## src/rtl/memory_lsu_pkg.sv

```systemverilog
// Shared opcodes, funct3 codes, FSM state encoding and fault-decode helpers
// for the RV32I load/store unit.
package memory_lsu_pkg;

  localparam logic [6:0] OP_LOAD  = 7'h03;
  localparam logic [6:0] OP_STORE = 7'h23;

  localparam logic [2:0] F3_B  = 3'd0;
  localparam logic [2:0] F3_H  = 3'd1;
  localparam logic [2:0] F3_W  = 3'd2;
  localparam logic [2:0] F3_BU = 3'd4;
  localparam logic [2:0] F3_HU = 3'd5;

  typedef enum logic [2:0] {
    IDLE,
    RD_REQ,
    RD_WAIT,
    WR_REQ,
    FIN
  } state_e;

  function automatic logic is_illegal(input logic is_store, input logic [2:0] f3);
    logic bad;
    if (is_store) bad = (f3 > 3'd2);
    else          bad = (f3 == 3'd3) || (f3 == 3'd6) || (f3 == 3'd7);
    return bad;
  endfunction

  // Width is encoded in funct3[1:0] for both loads and stores.
  function automatic logic is_misaligned(input logic [2:0] f3, input logic [1:0] lane);
    logic bad;
    case (f3[1:0])
      2'b01:   bad = lane[0];
      2'b10:   bad = (lane != 2'b00);
      default: bad = 1'b0;
    endcase
    return bad;
  endfunction

endpackage

```

## src/rtl/memory_lsu_align.sv

```systemverilog
// Combinational lane logic: little-endian load extract with sign/zero extension,
// and sub-word store merge into a previously read RAM word.
module memory_lsu_align
  import memory_lsu_pkg::*;
(
  input  logic [2:0]  funct3_i,
  input  logic [1:0]  lane_i,
  input  logic [31:0] rdata_i,
  input  logic [31:0] store_data_i,
  output logic [31:0] load_data_o,
  output logic [31:0] merge_data_o
);

  logic [7:0]  byte_sel;
  logic [15:0] half_sel;

  always_comb begin
    byte_sel = rdata_i[{lane_i, 3'b000} +: 8];
    half_sel = rdata_i[{lane_i[1], 4'b0000} +: 16];
    case (funct3_i)
      F3_B:    load_data_o = {{24{byte_sel[7]}}, byte_sel};
      F3_BU:   load_data_o = {24'h000000, byte_sel};
      F3_H:    load_data_o = {{16{half_sel[15]}}, half_sel};
      F3_HU:   load_data_o = {16'h0000, half_sel};
      default: load_data_o = rdata_i;
    endcase
  end

  always_comb begin
    merge_data_o = rdata_i;
    case (funct3_i)
      F3_B:    merge_data_o[{lane_i, 3'b000} +: 8]    = store_data_i[7:0];
      F3_H:    merge_data_o[{lane_i[1], 4'b0000} +: 16] = store_data_i[15:0];
      default: merge_data_o = store_data_i;
    endcase
  end

endmodule

```

## src/rtl/memory_lsu.sv

```systemverilog
// RV32I load/store unit driving a load-only RAM port A and a store port B;
// sub-word stores are done as read-modify-write since the RAM has no byte enables.
module memory_lsu
  import memory_lsu_pkg::*;
#(
  parameter int RAM_RD_LAT = 1
) (
  input  logic        CLK,
  input  logic        RST_N,
  input  logic        i_START,
  input  logic [6:0]  i_OPCODE,
  input  logic [2:0]  i_FUNCT3,
  input  logic [31:0] i_ADDR,
  input  logic [31:0] i_STORE_DATA,
  output logic        o_BUSY,
  output logic        o_DONE,
  output logic [31:0] o_LOAD_DATA,
  output logic        o_MISALIGNED,
  output logic        o_ILLEGAL,
  output logic        o_A_RAM_CE,
  output logic        o_A_RAM_RD,
  output logic        o_A_RAM_WR,
  output logic [31:0] o_A_RAM_ADDR,
  input  logic [31:0] i_A_RAM_DATA_RD,
  output logic [31:0] o_A_RAM_DATA_WR,
  output logic        o_B_RAM_CE,
  output logic        o_B_RAM_RD,
  output logic        o_B_RAM_WR,
  output logic [31:0] o_B_RAM_ADDR,
  input  logic [31:0] i_B_RAM_DATA_RD,
  output logic [31:0] o_B_RAM_DATA_WR
);

  localparam logic [1:0] LAT_LAST = 2'(RAM_RD_LAT - 1);

  state_e      state_q;
  logic [1:0]  cnt_q;
  logic        is_store_q, fault_mis_q, fault_ill_q;
  logic [2:0]  funct3_q;
  logic [31:0] addr_q, sdata_q, wdata_q, load_q;
  logic        busy_q, done_q, mis_q, ill_q;
  logic        a_ce_q, a_rd_q, b_ce_q, b_rd_q, b_wr_q;

  logic        req_ok, req_store, req_ill, req_mis;
  logic [31:0] rdata, load_val, merge_val;

  assign req_ok    = i_START && ((i_OPCODE == OP_LOAD) || (i_OPCODE == OP_STORE));
  assign req_store = (i_OPCODE == OP_STORE);
  assign req_ill   = is_illegal(req_store, i_FUNCT3);
  assign req_mis   = !req_ill && is_misaligned(i_FUNCT3, i_ADDR[1:0]);

  assign rdata = is_store_q ? i_B_RAM_DATA_RD : i_A_RAM_DATA_RD;

  memory_lsu_align u_align (
    .funct3_i     (funct3_q),
    .lane_i       (addr_q[1:0]),
    .rdata_i      (rdata),
    .store_data_i (sdata_q),
    .load_data_o  (load_val),
    .merge_data_o (merge_val)
  );

  // Strobes and status flags default low each cycle so every pulse lasts one cycle.
  always_ff @(posedge CLK or negedge RST_N) begin
    if (!RST_N) begin
      state_q     <= IDLE;
      cnt_q       <= 2'd0;
      is_store_q  <= 1'b0;
      fault_mis_q <= 1'b0;
      fault_ill_q <= 1'b0;
      funct3_q    <= 3'd0;
      addr_q      <= 32'h0;
      sdata_q     <= 32'h0;
      wdata_q     <= 32'h0;
      load_q      <= 32'h0;
      busy_q      <= 1'b0;
      done_q      <= 1'b0;
      mis_q       <= 1'b0;
      ill_q       <= 1'b0;
      a_ce_q      <= 1'b0;
      a_rd_q      <= 1'b0;
      b_ce_q      <= 1'b0;
      b_rd_q      <= 1'b0;
      b_wr_q      <= 1'b0;
    end else begin
      done_q <= 1'b0;
      mis_q  <= 1'b0;
      ill_q  <= 1'b0;
      a_ce_q <= 1'b0;
      a_rd_q <= 1'b0;
      b_ce_q <= 1'b0;
      b_rd_q <= 1'b0;
      b_wr_q <= 1'b0;
      case (state_q)
        IDLE: begin
          if (req_ok) begin
            is_store_q  <= req_store;
            funct3_q    <= i_FUNCT3;
            addr_q      <= i_ADDR;
            sdata_q     <= i_STORE_DATA;
            fault_ill_q <= req_ill;
            fault_mis_q <= req_mis;
            if (req_ill || req_mis) begin
              state_q <= FIN;
            end else if (req_store && (i_FUNCT3 == F3_W)) begin
              state_q <= WR_REQ;
              busy_q  <= 1'b1;
              wdata_q <= i_STORE_DATA;
              b_ce_q  <= 1'b1;
              b_wr_q  <= 1'b1;
            end else begin
              state_q <= RD_REQ;
              busy_q  <= 1'b1;
              a_ce_q  <= !req_store;
              a_rd_q  <= !req_store;
              b_ce_q  <= req_store;
              b_rd_q  <= req_store;
            end
          end
        end
        RD_REQ: begin
          state_q <= RD_WAIT;
          cnt_q   <= 2'd0;
        end
        RD_WAIT: begin
          if (cnt_q == LAT_LAST) begin
            if (is_store_q) begin
              state_q <= WR_REQ;
              wdata_q <= merge_val;
              b_ce_q  <= 1'b1;
              b_wr_q  <= 1'b1;
            end else begin
              state_q <= FIN;
              busy_q  <= 1'b0;
              load_q  <= load_val;
            end
          end else begin
            cnt_q <= cnt_q + 2'd1;
          end
        end
        WR_REQ: begin
          state_q <= FIN;
          busy_q  <= 1'b0;
        end
        FIN: begin
          state_q <= IDLE;
          done_q  <= 1'b1;
          mis_q   <= fault_mis_q;
          ill_q   <= fault_ill_q;
        end
        default: state_q <= IDLE;
      endcase
    end
  end

  assign o_BUSY          = busy_q;
  assign o_DONE          = done_q;
  assign o_LOAD_DATA     = load_q;
  assign o_MISALIGNED    = mis_q;
  assign o_ILLEGAL       = ill_q;
  assign o_A_RAM_CE      = a_ce_q;
  assign o_A_RAM_RD      = a_rd_q;
  assign o_A_RAM_WR      = 1'b0;
  assign o_A_RAM_ADDR    = {addr_q[31:2], 2'b00};
  assign o_A_RAM_DATA_WR = 32'h0;
  assign o_B_RAM_CE      = b_ce_q;
  assign o_B_RAM_RD      = b_rd_q;
  assign o_B_RAM_WR      = b_wr_q;
  assign o_B_RAM_ADDR    = {addr_q[31:2], 2'b00};
  assign o_B_RAM_DATA_WR = wdata_q;

endmodule
```

## config.mk

```make
export PLATFORM = sky130hd
export DESIGN_NAME = memory_lsu
export DESIGN_NICKNAME = d
export VERILOG_FILES = /design/src/rtl/memory_lsu_pkg.sv /design/src/rtl/memory_lsu_align.sv /design/src/rtl/memory_lsu.sv
export SDC_FILE = /design/constraint.sdc
export NUM_CORES = 1
export LEC_CHECK = 0
export CAP_MARGIN = 15
export CORE_AREA = 2 2 142 144
export DETAILED_ROUTE_END_ITERATION = 7
export DIE_AREA = 0 0 144 146
export MAX_ROUTING_LAYER = met4
export PLACE_DENSITY_LB_ADDON = 0.3
export SLEW_MARGIN = 10
export SYNTH_ARGS = -nofsm -noshare
export SYNTH_HDL_FRONTEND = slang
export SYNTH_SLANG_ARGS = --single-unit
```

## constraint.sdc

```tcl
create_clock -name CLK -period 2.85 [get_ports CLK]
set_input_delay 0.57 -clock CLK [delete_from_list [all_inputs] [get_ports CLK]]
set_output_delay 0.57 -clock CLK [all_outputs]
set_load 0.05 [all_outputs]
```

* Word-level counts from Yosys, hierarchy flattened
Cells that the tools add are included.
Storage, ports and cells: register bits after elaboration 147, bits of input ports 141, output and inout port bits 170, word-level logic and storage cells 120
Operators by class: add/subtract/negate cells 3, order comparisons 1, eq/ne operators 22, shift operators 6, mux-type cells 47, bitwise gates (word level) 1, reductions and logical operators 22
Operators by type and width (number):
- $mux W32 | 6
- $pmux W32 S2 | 2
- $pmux W32 S4 | 1
- $bwmux W32 | 2
- $shift A16 B7 Y32 const A | 1
- $shift A8 B7 Y32 const A | 1
- $shiftx A16 B7 Y32 | 1
- $shiftx A32 B6 Y16 | 1
- $shiftx A32 B6 Y8 | 1
- $shiftx A8 B7 Y32 | 1
- $mux W1 | 24
- $eq A3 B3 Y1 const B | 5
- $ne A2 B2 Y1 const B | 7
- $neg A5 Y7 | 2
- $eq A3 B2 Y1 const B | 4
- $mux W3 | 4
- $pmux W3 S4 | 1
- $eq A7 B2 Y1 const B | 1
- $eq A7 B6 Y1 const B | 1
- $eq A3 B1 Y1 const B | 2
- $logic_not A3 Y1 | 2
- $pmux W1 S2 | 3
- $reduce_and A2 Y1 | 3
- $reduce_and A6 Y1 | 1
- 16 further kinds | 25

* Depth between registers and ports, before layout
depth after elaboration 10, depth in mapped cells 10

* Modules after synthesis
A second synthesis with hierarchy kept.
Second synthesis, totals: cells, all modules 844, area, all modules 9108.7 um^2
By module, submodules not included:
- memory_lsu | times used 1, cells each 543, area each 7280.7 um^2, seq. area each 3678.5 um^2
- memory_lsu_align | times used 1, cells each 301, area each 1828.0 um^2, seq. area each 0.0 um^2

* Least setup slack after synthesis
Ideal clock, no wire load.
path type register to register, from reg addr_q[1], to reg wdata_q[24], in the netlist o_B_RAM_DATA_WR[24], arrival time 2.426 ns, data required time 2.747 ns, slack 0.320 ns, cell stages (with the launch flop) 11, clock period less this slack 2.530 ns, cell sequence dfrtp_1 buf_2 buf_2 clkinv_1 ha_1 nor4b_1 and3b_1 buf_2 a221o_1 a21oi_1 o41ai_2
Between the ends: longest elaborated chain between the ends 7, elaborated cells between the ends (all ways) 12, those cells by class add/sub: 2; shift: 4; mux: 6
RTL lines:
- start, declared | RTL line memory_lsu.sv:40 | logic [31:0] addr_q, sdata_q, wdata_q, load_q;
- start signal, assigned | RTL line memory_lsu.sv:99 | addr_q <= i_ADDR;
- $neg A5 Y7, on equally long branches | RTL line memory_lsu_align.sv:33, memory_lsu_align.sv:32
- $shiftx A16 B7 Y32, or another cell as far along | RTL line memory_lsu_align.sv:33 | F3_H: merge_data_o[{lane_i[1], 4'b0000} +: 16] = store_data_i[15:0];
- $bwmux W32, on equally long branches | RTL line memory_lsu_align.sv:33, memory_lsu_align.sv:32
- $pmux W32 S2 * | RTL line memory_lsu_align.sv:31 | case (funct3_i)
- $mux W32 * | RTL line memory_lsu.sv:127 | if (is_store_q) begin
- $mux W32 * | RTL line memory_lsu.sv:126 | if (cnt_q == LAT_LAST) begin
- $pmux W32 S2 * | RTL line memory_lsu.sv:94 | case (state_q)
- end signal, assigned | RTL line memory_lsu.sv:108 | wdata_q <= i_STORE_DATA;
- end signal, assigned | RTL line memory_lsu.sv:129 | wdata_q <= merge_val;
- end, declared | RTL line memory_lsu.sv:40
Mark *: on every way between the ends. The rest lies on a longest branch, timed or not. The select of a mux whose other input is x is not followed. A chain may end at the register's enable or synchronous reset.

* Worst setup path in the final report
Ends and elaborated chain as after synthesis.

==> impl_metrics.toml <==
[run_status]
outcome = "complete, no violations"

[place]
gp_congestion = 0.9370
portBuffers = 273
dp_cells = 1286
placedInstanceArea_sq_um = 11120
hpwl_microns = 19950
place_ws_ns = 0.02298

[timing]
period_needed_ns = 2.490
fin_skew_ns = 0.008451
worstMarginPinSlew_ns = 0.9033
fin_ws_ns = 0.3602
hold_viol = 0
finalSetupViolCount = 0
fin_setup_tns_ns = 0
grt_setup_unrepaired = "false"
fmax_mhz = 401.6
slew_viol_final = 0
slew_headroom_pct = 39.24
period_share_pct = 87.36

[layout]
instances_no_fill = 1318
utilization_pct = 60.58
finalNetCount = 1190
final_area_sq_um = 11710
syn_to_final_growth_pct = 35.98
layout-drive-gt1-share_pct = 18.61
antenna_cells = 0

[clocking]
cts-root-buf = "clkbuf_16"
clkTransAtPathRegs_ns = 0.06
postCtsHoldBufs = 0
numCtsBuffers = 17
clockBufferDepth = 2
cts_resized = 0
post-cts-setup-buffers = 0
cts_tree = "done"
h-tree-depth = 4
insertion_delay_ns = 0.42
cts.sinks = 147

[logic_synthesis]
ys_types = 55
netlist_area_sq_um = 8615
yosys.area.top_type_share_pct = 42.70
ys.flop_type = "dfrtp_1"
synthCells = 833
synthTopCellsByCount = "dfrtp_1, buf_4, nand2_1, mux2_2, nor2_1"
synth-edff-count = 0
ys_warn_count = 0
yosys.area.top_type = "dfrtp_1"
async_flop_share_pct = 100.0
synth.most_common_cell = "dfrtp_1"
seq_area_frac_synth_pct = 42.70
avgSynthCellArea_sq_um = 10.34
synth.top_cells.by_area = "dfrtp_1, mux2_2, buf_4"
ys_ff_latch = 147

[global_routing]
grt_pass1_wl_microns = 39540
grt_max_degree = 78
grt_use_total_pct = 25.51
overflow = 0
antenna_found_initial = 0
grt_pass1_vias = 6984

[worst_setup_path]
worst_path_largest_cell_delay_ns = 0.41
timing.rr.end = "o_B_RAM_DATA_WR[24]"
cp.arrival_ns = 2.81
cp.depth = 7
cp_max_fo = 11
cp-start-kind = "flop"
end_kind = "flop"
cp_num_buf_inv = 1
cp.required_ns = 3.17
crit_family = "simple AND/OR/NAND/NOR gates"
path_cells = "clkinv_1 -> ha_1 -> nor4b_1 -> and3b_1 -> a221o_1 -> a21oi_1 -> o41ai_2"
r2r-start = "addr_q[1]"
reg2regPathDepth = 7
cp_slowest_cell = "and3b_1"
critPathKind = "flop to flop"
worst-r2r-setup-slack_ns = 0.36

[pwr]
power.density_nw_per_um2 = 545.2
power_leakage_nw = 5.043
ir_drop_v = 0.0004406

[drt]
via_count = 7216
antenna_left = 0
drt-initial-drc-count = 553
drtPass1Iterations = 5
via_per_inst = 5.475
wl_microns = 26360
wl_per_cell_microns = 20.00
drc = 0

[floorplanning]
ios = 311
start_util_pct = 44.55
die_area_sq_um = 21020
chipHeight_microns = 146
rows = 51
die_w_microns = 144
core_area_sq_um = 19330

[run]
maxCapViolCount = 0

[min_path]
min_path_type = "input pin to async pin"
-- registers in the layout, indices dropped and copies added (netlist names), 2 cells and up --
signal,cells
addr_q,32
cnt_q,2
funct3_q,3
o_B_RAM_DATA_WR,32
o_LOAD_DATA,32
sdata_q,32
state_q,3
-- power by group --
part	leakage, nW	switching [W]	internal [W]
clock network	0.289	0.000950	0.00132
logic	2.83	0.00109	0.000662
registers	1.92	0.000128	0.00224
total	5.04	0.00217	0.00422
-- worst max path at each step --
| stage | from | end | slack (ns) |
|---|---|---|---|
| finish | addr_q[1] | o_B_RAM_DATA_WR[24] | 0.36 |
| global route | addr_q[1] | o_B_RAM_DATA_WR[24] | 0.12 |
| global placement | i_FUNCT3[0] | o_B_RAM_DATA_WR[9] | 0.08 |
| CTS | addr_q[1] | o_B_RAM_DATA_WR[24] | 0.35 |
| floorplan | addr_q[1] | o_B_RAM_DATA_WR[24] | 0.32 |
| detailed placement | i_FUNCT3[0] | o_B_RAM_DATA_WR[14] | 0.02 |
-- logic make-up after synthesis --
kind of cell,count (synthesis),share of synthesized area [%]
AO/OA/AOI/OAI,161,14.42
adder cells (fa/ha/maj),9,1.307
buffers and inverters,160,11.85
flip-flops,147,42.70
multiplexers,118,17.20
other,1,0.04353
AND/OR/NAND/NOR,237,12.48
-- per-layer routing --
layer / GRT usage (%) / vias up / routed length, microns
li1: - / 3270 / -
met1: 33.28 / 3552 / 10820
met2: 41.00 / 358 / 12970
met3: 3.685 / 36 / 2023
met4: 8.186 / 0 / 550
met5: - / - / 0
-- through the flow --
step / hold slack [ns] / total power, W
floorplan: 0.2744 / 0.003635
global placement: 0.4544 / 0.004125
detailed placement: 0.4649 / 0.004151
CTS: 0.1076 / 0.006437
global route: 0.1295 / 0.006636
finish: 0.09624 / 0.006387
-- cell usage in the layout (no fill, tap or decap), types with 3 or more instances in the layout --
cell type,n
clkdlybuf4s50_1,272
dfrtp_1,146
nand2_1,101
mux2_2,90
nor2_1,69
a21oi_1,52
conb_1,37
buf_4,25
o21ai_0,22
nor3_1,19
clkbuf_16,17
o31ai_1,16
o41ai_2,16
a221oi_1,16
mux4_2,15
mux2i_1,13
nand3_1,12
and3_1,9
ha_1,9
o2bb2ai_1,8
a222oi_1,8
inv_1,7
a221o_1,7
nand2b_1,5
nor2b_1,4
clkinv_4,4
inv_6,4
buf_12,4
o22a_1,3
-- area by class of cell --
| cell class | instances | area (sq um) |
|---|---|---|
| clock buffers | 17 | 425.4 |
| clock inverters | 15 | 172.7 |
| fillers | 1640 | 7621 |
| inverters | 10 | 37.54 |
| multi-input cells | 562 | 4065 |
| flip-flops and latches | 147 | 3680 |
| well taps | 265 | 331.6 |
| repair buffers | 302 | 3002 |
(Power assumes the default switching activity.)
